===== src/rtl/dc_ipu_line_scheduler.sv =====
// dc_ipu_line_scheduler: per-line IPU request sequencer, throttled by display line-buffer credits
module dc_ipu_line_scheduler #(
    parameter int SCR_SIZE_WIDTH = 12,
    parameter int LINE_BUFS      = 2
) (
    input  logic                      clk,
    input  logic                      reset,
    input  logic                      frame_start,
    input  logic [SCR_SIZE_WIDTH-1:0] cfg_screen_height,
    input  logic                      line_consumed,
    output logic                      ctl_valid,
    input  logic                      ctl_ready,
    output logic [SCR_SIZE_WIDTH-1:0] ctl_screen_y,
    input  logic                      ipu_status_done,
    output logic                      busy,
    output logic                      frame_done,
    output logic [3:0]                credits,
    output logic                      err_underrun,
    output logic                      err_frame_overrun
);
    localparam logic [1:0] IDLE      = 2'd0;
    localparam logic [1:0] ISSUE     = 2'd1;
    localparam logic [1:0] WAIT_DONE = 2'd2;
    localparam logic [1:0] DONE      = 2'd3;
    localparam logic [3:0] FULL      = 4'(LINE_BUFS);

    logic [1:0]                state_q, state_d;
    logic [SCR_SIZE_WIDTH-1:0] y_q, y_d, height_q, height_d;
    logic [3:0]                credits_q, credits_d;
    logic                      err_u_q, err_u_d, err_o_q, err_o_d;
    logic                      accept;

    // Credits only fall on accept, so a raised ctl_valid cannot drop before ctl_ready.
    assign ctl_valid         = (state_q == ISSUE) && (credits_q != 4'd0);
    assign accept            = ctl_valid && ctl_ready;
    assign ctl_screen_y      = y_q;
    assign busy              = state_q != IDLE;
    assign frame_done        = state_q == DONE;
    assign credits           = credits_q;
    assign err_underrun      = err_u_q;
    assign err_frame_overrun = err_o_q;

    always_comb begin
        state_d   = state_q;
        y_d       = y_q;
        height_d  = height_q;
        credits_d = credits_q;
        err_u_d   = err_u_q;
        err_o_d   = err_o_q | (frame_start && state_q != IDLE);
        if (line_consumed && !accept) begin
            if (credits_q == FULL) err_u_d = 1'b1;
            else credits_d = credits_q + 4'd1;
        end else if (accept && !line_consumed) begin
            credits_d = credits_q - 4'd1;
        end
        case (state_q)
            IDLE: if (frame_start) begin
                height_d  = cfg_screen_height;
                y_d       = '0;
                credits_d = FULL;
                state_d   = (cfg_screen_height == '0) ? DONE : ISSUE;
            end
            ISSUE: state_d = accept ? WAIT_DONE : ISSUE;
            WAIT_DONE: if (ipu_status_done) begin
                if (y_q == height_q - 1'b1) state_d = DONE;
                else begin
                    y_d     = y_q + 1'b1;
                    state_d = ISSUE;
                end
            end
            default: state_d = IDLE;
        endcase
    end

    always_ff @(posedge clk or posedge reset) begin
        if (reset) begin
            state_q   <= IDLE;
            y_q       <= '0;
            height_q  <= '0;
            credits_q <= FULL;
            err_u_q   <= 1'b0;
            err_o_q   <= 1'b0;
        end else begin
            state_q   <= state_d;
            y_q       <= y_d;
            height_q  <= height_d;
            credits_q <= credits_d;
            err_u_q   <= err_u_d;
            err_o_q   <= err_o_d;
        end
    end
endmodule


===== config.mk =====
export PLATFORM = sky130hd
export DESIGN_NAME = dc_ipu_line_scheduler
export DESIGN_NICKNAME = d
export VERILOG_FILES = /design/src/rtl/dc_ipu_line_scheduler.sv
export SDC_FILE = /design/constraint.sdc
export NUM_CORES = 1
export LEC_CHECK = 0
export CAP_MARGIN = 40
export CORE_MARGIN = 10
export CORE_UTILIZATION = 50
export CTS_BUF_LIST = sky130_fd_sc_hd__clkbuf_4
export CTS_CLUSTER_DIAMETER = 100
export DETAILED_ROUTE_END_ITERATION = 8
export PLACE_DENSITY = 0.77
export RECOVER_POWER = 50
export SYNTH_ARGS = -nofsm -noshare
export SYNTH_HDL_FRONTEND = slang
export SYNTH_SLANG_ARGS = --single-unit

===== constraint.sdc =====
create_clock -name clk -period 5.45 [get_ports clk]
set_clock_uncertainty 0.15 [all_clocks]
set_input_delay 1.09 -clock clk [delete_from_list [all_inputs] [get_ports clk]]
set_output_delay 1.09 -clock clk [all_outputs]
set_load 0.05 [all_outputs]

## Word level (Yosys, flattened, before mapping)

Cells that the tools add are included.

| storage, ports and cells | value |
|---|---|
| register bits | 32 |
| bits in latches | 0 |
| memory bits (writable) | 0 |
| memories kept | 0 |
| memory bits (read-only) | 0 |
| word-level logic and storage cells | 50 |

| cells by class | value |
|---|---|
| div/mod/pow operators | 0 |
| equality and inequality tests | 8 |
| add/subtract/negate cells | 4 |
| multiplexer cells | 15 |
| reductions and logical operators | 16 |
| order comparisons | 0 |
| shift-type cells | 0 |
| bitwise operators | 1 |
| multipliers | 0 |

Operator list:

| cell | count |
|---|---|
| 12-bit two-way mux | 3 |
| 12-bit case mux with 2 select lines | 1 |
| 4-bit two-way mux | 5 |
| 12-bit by 1-bit adder with 12-bit output, second input constant | 1 |
| 12-bit equality test | 1 |
| 12-bit logical NOT | 1 |
| 12-bit by 1-bit subtractor with 12-bit output, second input constant | 1 |
| 2-bit two-way mux | 5 |
| 2-bit != test, second input constant | 3 |
| 2-bit case mux with 3 select lines | 1 |
| 2-bit AND reduction | 3 |
| 1-bit logical AND | 5 |
| 4-bit by 1-bit adder with 4-bit output, second input constant | 1 |
| 2-bit equality test, second input constant | 2 |
| 4-bit by 2-bit equality test with 1-bit output, second input constant | 1 |
| 4-bit AND reduction | 1 |
| 2-bit nonzero test | 2 |
| 4-bit nonzero test | 1 |
| 4-bit by 1-bit subtractor with 4-bit output, second input constant | 1 |
| 2-bit by 1-bit equality test with 1-bit output, second input constant | 1 |
| 1-bit logical NOT | 2 |
| 2-bit logical NOT | 1 |
| 1-bit OR | 1 |

## Depth between registers and ports, before layout

| depth | value |
|---|---|
| depth after elaboration | 8 |
| mapped depth | 10 |

## Worst setup path after synthesis

Ideal clock, no wire load.

| timing path | value |
|---|---|
| path type | register to output |
| start | register credits_q[0], in the netlist credits[0] |
| end | output port ctl_valid |
| arrival time | 2.382 ns |
| cell stages (with the launch flop) | 5 |
| setup slack | 1.828 ns |
| buffers on the path | 0 |
| data required time | 4.210 ns |
| cell sequence | dfrtp_1 -> inv_1 -> ha_1 -> nor3b_1 -> nor3b_1 |

| on the way | value |
|---|---|
| word-level cells in the longest chain between the ends | 2 |

RTL lines:

| element | RTL line | RTL |
|---|---|---|
| start: declaration | 29 | `logic [3:0] credits_q, credits_d;` |
| start signal: assignment | 87 | `credits_q <= credits_d;` |
| 4-bit nonzero test | 34 | `assign ctl_valid = (state_q == ISSUE) && (credits_q != 4'd0);` |
| 1-bit logical AND | 34 |  |
| end: declaration | 11 | `output logic ctl_valid,` |

No other way between the ends.

## Final worst setup path

| timing path | value |
|---|---|
| start | register credits_q[1], in the netlist credits[1] |
| end | output port ctl_valid |

The elaborated chain is that of the path after synthesis.

==> results.yml <==
grt:
  grt_max_degree: 33
  globalRouteTotalUtil_pct: 14.3
  first_pass_grt_wire_length_um: 8540
  first_global_vias: 1762
  total_grt_overflow: 0
  antenna_found_initial: 0
sta:
  maxClockFrequency_mhz: 279
  post-route-period-util_pct: 65.7
  postLayoutSetupSlackWorst_ns: 1.87
  final_report_hold_violation_count: 0
  layout_min_cycle_time_ns: 3.58
  finalSetupTns_ns: 0
  report.final.setup_viol: 0
  worstMarginPinSlew_ns: 1.75
  timing.slew.headroom_pct: -16.7
  slew_violations: 33
  rsz0062_at_grt: "no"
setup_path:
  crit_path_max_fanout: 7
  r2r_setup_slack_ns: 2.23
  critPathLaunchType: "flip-flop"
  reg2reg_end: "ctl_screen_y[8]$_DFFE_PP0P_"
  worstPathRequired_ns: 4.21
  rr_worst_depth: 7
  path_class: "reg -> out"
  worst_r2r_startpoint: "height_q[3]$_DFFE_PP0P_"
  worstSetupEndpointType: "primary output"
  crit_arrival_ns: 2.34
yosys:
  post_synth_inst_count: 242
  synth_area_per_cell_sq_um: 8.75
  synthesis.area_sq_um: 2120
  synth-seq-cells: 32
  yosysUniqueCellTypes: 54
  postSynthNetCount: 266
  synth_warnings: 0
  main_flop_type_after_synthesis: "sky130_fd_sc_hd__dfrtp_1"
  synth_async_sr_flop_share_pct: 100
  number_of_enable_flip_flop_cells_after_synthesis: 0
  ys_seq_area_share_pct: 37.9
clock_tree:
  cts_num_sinks: 32
  cts.htree.levels: 2
  tritoncts_clock_tree: "yes"
  tritoncts.num_buffers: 5
  ctsRootBufferMaster: "sky130_fd_sc_hd__clkbuf_4"
  clk_latency_ns: 0.33
  cts_resized: 0
  clk_path_buf_depth: 2
  hold_buffers: 0
  worst_setup_hold_path_clk_slew_ns: 0.09
  post-cts-setup-buffers: 0
die:
  core-area_sq_um: 4060
  dieWidth_um: 85.1
  chipHeight_um: 85.1
  fp-row-count: 23
  io_pins: 39
  die-area_sq_um: 7240
  initial_utilization_pct: 52.2
min_path:
  hold_class: "reg -> reg"
  cells_on_worst_hold_path: 1
  min_delay_worst_endpoint: "err_frame_overrun$_DFF_PP0_"
  worstHoldStart: "err_frame_overrun$_DFF_PP0_"
layout:
  antenna-diode-count: 0
  area.growth.synth_to_final_pct: 19.3
  fin_nets: 301
  drive_above_1_share_pct: 6.14
  mostFrequentLayoutCells: "40 x sky130_fd_sc_hd__nand2_1, 35 x sky130_fd_sc_hd__clkdlybuf4s50_1, 31 x sky130_fd_sc_hd__dfrtp_1"
  final_common_cell: "sky130_fd_sc_hd__nand2_1"
  nFillCells: 355
flow_run:
  max-cap-violations: 1
detailed_routing:
  drt.antenna.violating_nets: 0
  drt_iter0_drc: 157
  top_signal_layer_used: "met4"
  drt_drc_violations_left: 0
  met3RoutedLength_um: 372
  postRouteWirelength_um: 5090
  first_pass_detailed_route_iteration_total: 4
  route.layer.met1.wl_um: 2470
  post_drt_via_cell_ratio: 5.75
  wl_per_cell_um: 15.6
  routed_length_on_met2_um: 2180
  num_vias: 1879
place:
  port-buffer-count: 38
  detailedPlacementHpwl_um: 3850
  gp_routability_congestion: 0.860
  dp_worst_setup_slack_ns: 2.22
status:
  violations: "max-capacitance violations, max-slew violations"
  outcome: "complete, but fails checks"
pwr:
  pwr_density_nw_per_um2: 453
  leakage_nw: 1.05
  vdd_drop_max_mv: 0.280
worst max-delay path, cell delays in order, from the launching register on:
cell and delay, ns:
sky130_fd_sc_hd__dfstp_2 0.60, sky130_fd_sc_hd__inv_1 0.09, sky130_fd_sc_hd__ha_1 0.17, sky130_fd_sc_hd__nor3b_1 0.14, sky130_fd_sc_hd__nor3b_1 0.19, sky130_fd_sc_hd__clkdlybuf4s50_1 0.84
Yosys cell counts (2+ instances only):
| library cell | number | area, sq um |
|---|---|---|
| sky130_fd_sc_hd__xor2_1 | 8 | 70.1 |
| sky130_fd_sc_hd__or3_1 | 6 | 37.5 |
| sky130_fd_sc_hd__and2_1 | 3 | 18.8 |
| sky130_fd_sc_hd__or3_2 | 2 | 15.0 |
| sky130_fd_sc_hd__o31ai_1 | 4 | 30.0 |
| sky130_fd_sc_hd__ha_1 | 6 | 75.1 |
| sky130_fd_sc_hd__buf_6 | 5 | 56.3 |
| sky130_fd_sc_hd__nor4_1 | 7 | 43.8 |
| sky130_fd_sc_hd__nor2b_1 | 3 | 18.8 |
| sky130_fd_sc_hd__a311oi_1 | 2 | 17.5 |
| sky130_fd_sc_hd__a41oi_1 | 2 | 17.5 |
| sky130_fd_sc_hd__a21o_1 | 2 | 15.0 |
| sky130_fd_sc_hd__nor3_1 | 7 | 35.0 |
| sky130_fd_sc_hd__a31oi_1 | 2 | 12.5 |
| sky130_fd_sc_hd__o2111ai_1 | 2 | 17.5 |
| sky130_fd_sc_hd__mux2i_1 | 3 | 30.0 |
| sky130_fd_sc_hd__xnor2_1 | 8 | 70.1 |
| sky130_fd_sc_hd__nand2_1 | 40 | 150 |
| sky130_fd_sc_hd__nor2_1 | 14 | 52.6 |
| sky130_fd_sc_hd__nand2b_1 | 4 | 25.0 |
| sky130_fd_sc_hd__nand4_1 | 3 | 18.8 |
| sky130_fd_sc_hd__a311o_1 | 2 | 20.0 |
| sky130_fd_sc_hd__nand3b_1 | 2 | 15.0 |
| sky130_fd_sc_hd__dfrtp_1 | 31 | 776 |
| sky130_fd_sc_hd__o21ai_0 | 15 | 75.1 |
| sky130_fd_sc_hd__inv_1 | 8 | 30.0 |
| sky130_fd_sc_hd__clkbuf_1 | 5 | 18.8 |
| sky130_fd_sc_hd__nand3_1 | 8 | 40.0 |
| sky130_fd_sc_hd__nor3b_1 | 5 | 37.5 |
| sky130_fd_sc_hd__a21oi_1 | 9 | 45.0 |
power breakdown:
group	internal, W	switching [W]	total, W
Sequential	0.000306	0.000112	0.000419
Combinational	0.000238	0.000363	0.000601
Clock	0.0000450	0.0000796	0.000125
layout make-up:
class                      instances  area (sq um)  area share (%)
timing repair buffer              40           388            15.4
tap                               50          62.6            2.48
multi-input combinational        190          1200            47.4
clock inverter                     2          7.51           0.297
inverter                           8          30.0            1.19
sequential                        32           802            31.8
clock buffer                       5          37.5            1.49
cell families after synthesis:
kind of cell / synth area share (%)
AOI/OAI and AO/OA: 17.3
xor gates and xnor gates: 6.62
adders and majority gates: 4.02
buffers and inverters: 5.56
DFF: 37.9
muxes: 1.42
and+or+nand+nor: 27.2
flip-flops by register name (all words and copies together) (netlist names):
name / count
height_q: 12
err_frame_overrun: 1
state_q: 2
ctl_screen_y: 12
credits: 4
err_underrun: 1
stage by stage:
stage	util, %	cells	total power, W	hold WS (ns)	area, sq um
CTS	62.5	327	0.00116	0.322	2540
detailed placement	61.4	320	0.00103	0.295	2490
finish	62.2	327	0.00114	0.317	2520
global route	62.2	327	0.00124	0.366	2520
floorplan	-	242	0.000887	0.316	2120
global placement	61.1	319	0.00101	0.294	2480
worst max path at each step:
stage	from	end	slack (ns)
5_1_grt	credits[1]$_DFF_PP1_	ctl_valid	1.71
3_3_place_gp	credits[1]$_DFF_PP1_	ctl_valid	2.25
2_1_floorplan	credits[0]$_DFF_PP0_	ctl_valid	1.83
3_5_place_dp	credits[1]$_DFF_PP1_	ctl_valid	2.22
6_report	credits[1]$_DFF_PP1_	ctl_valid	1.87
4_1_cts	credits[1]$_DFF_PP1_	ctl_valid	1.83
metal layers:
| metal | up-vias | GRT usage [%] |
|---|---|---|
| li1 | 945 | - |
| met1 | 874 | 19.0 |
| met2 | 52 | 20.8 |
| met3 | 8 | 4.97 |
| met4 | 0 | 4.94 |
| met5 | - | 0 |
No activity file was read; power rests on OpenSTA's default activity.
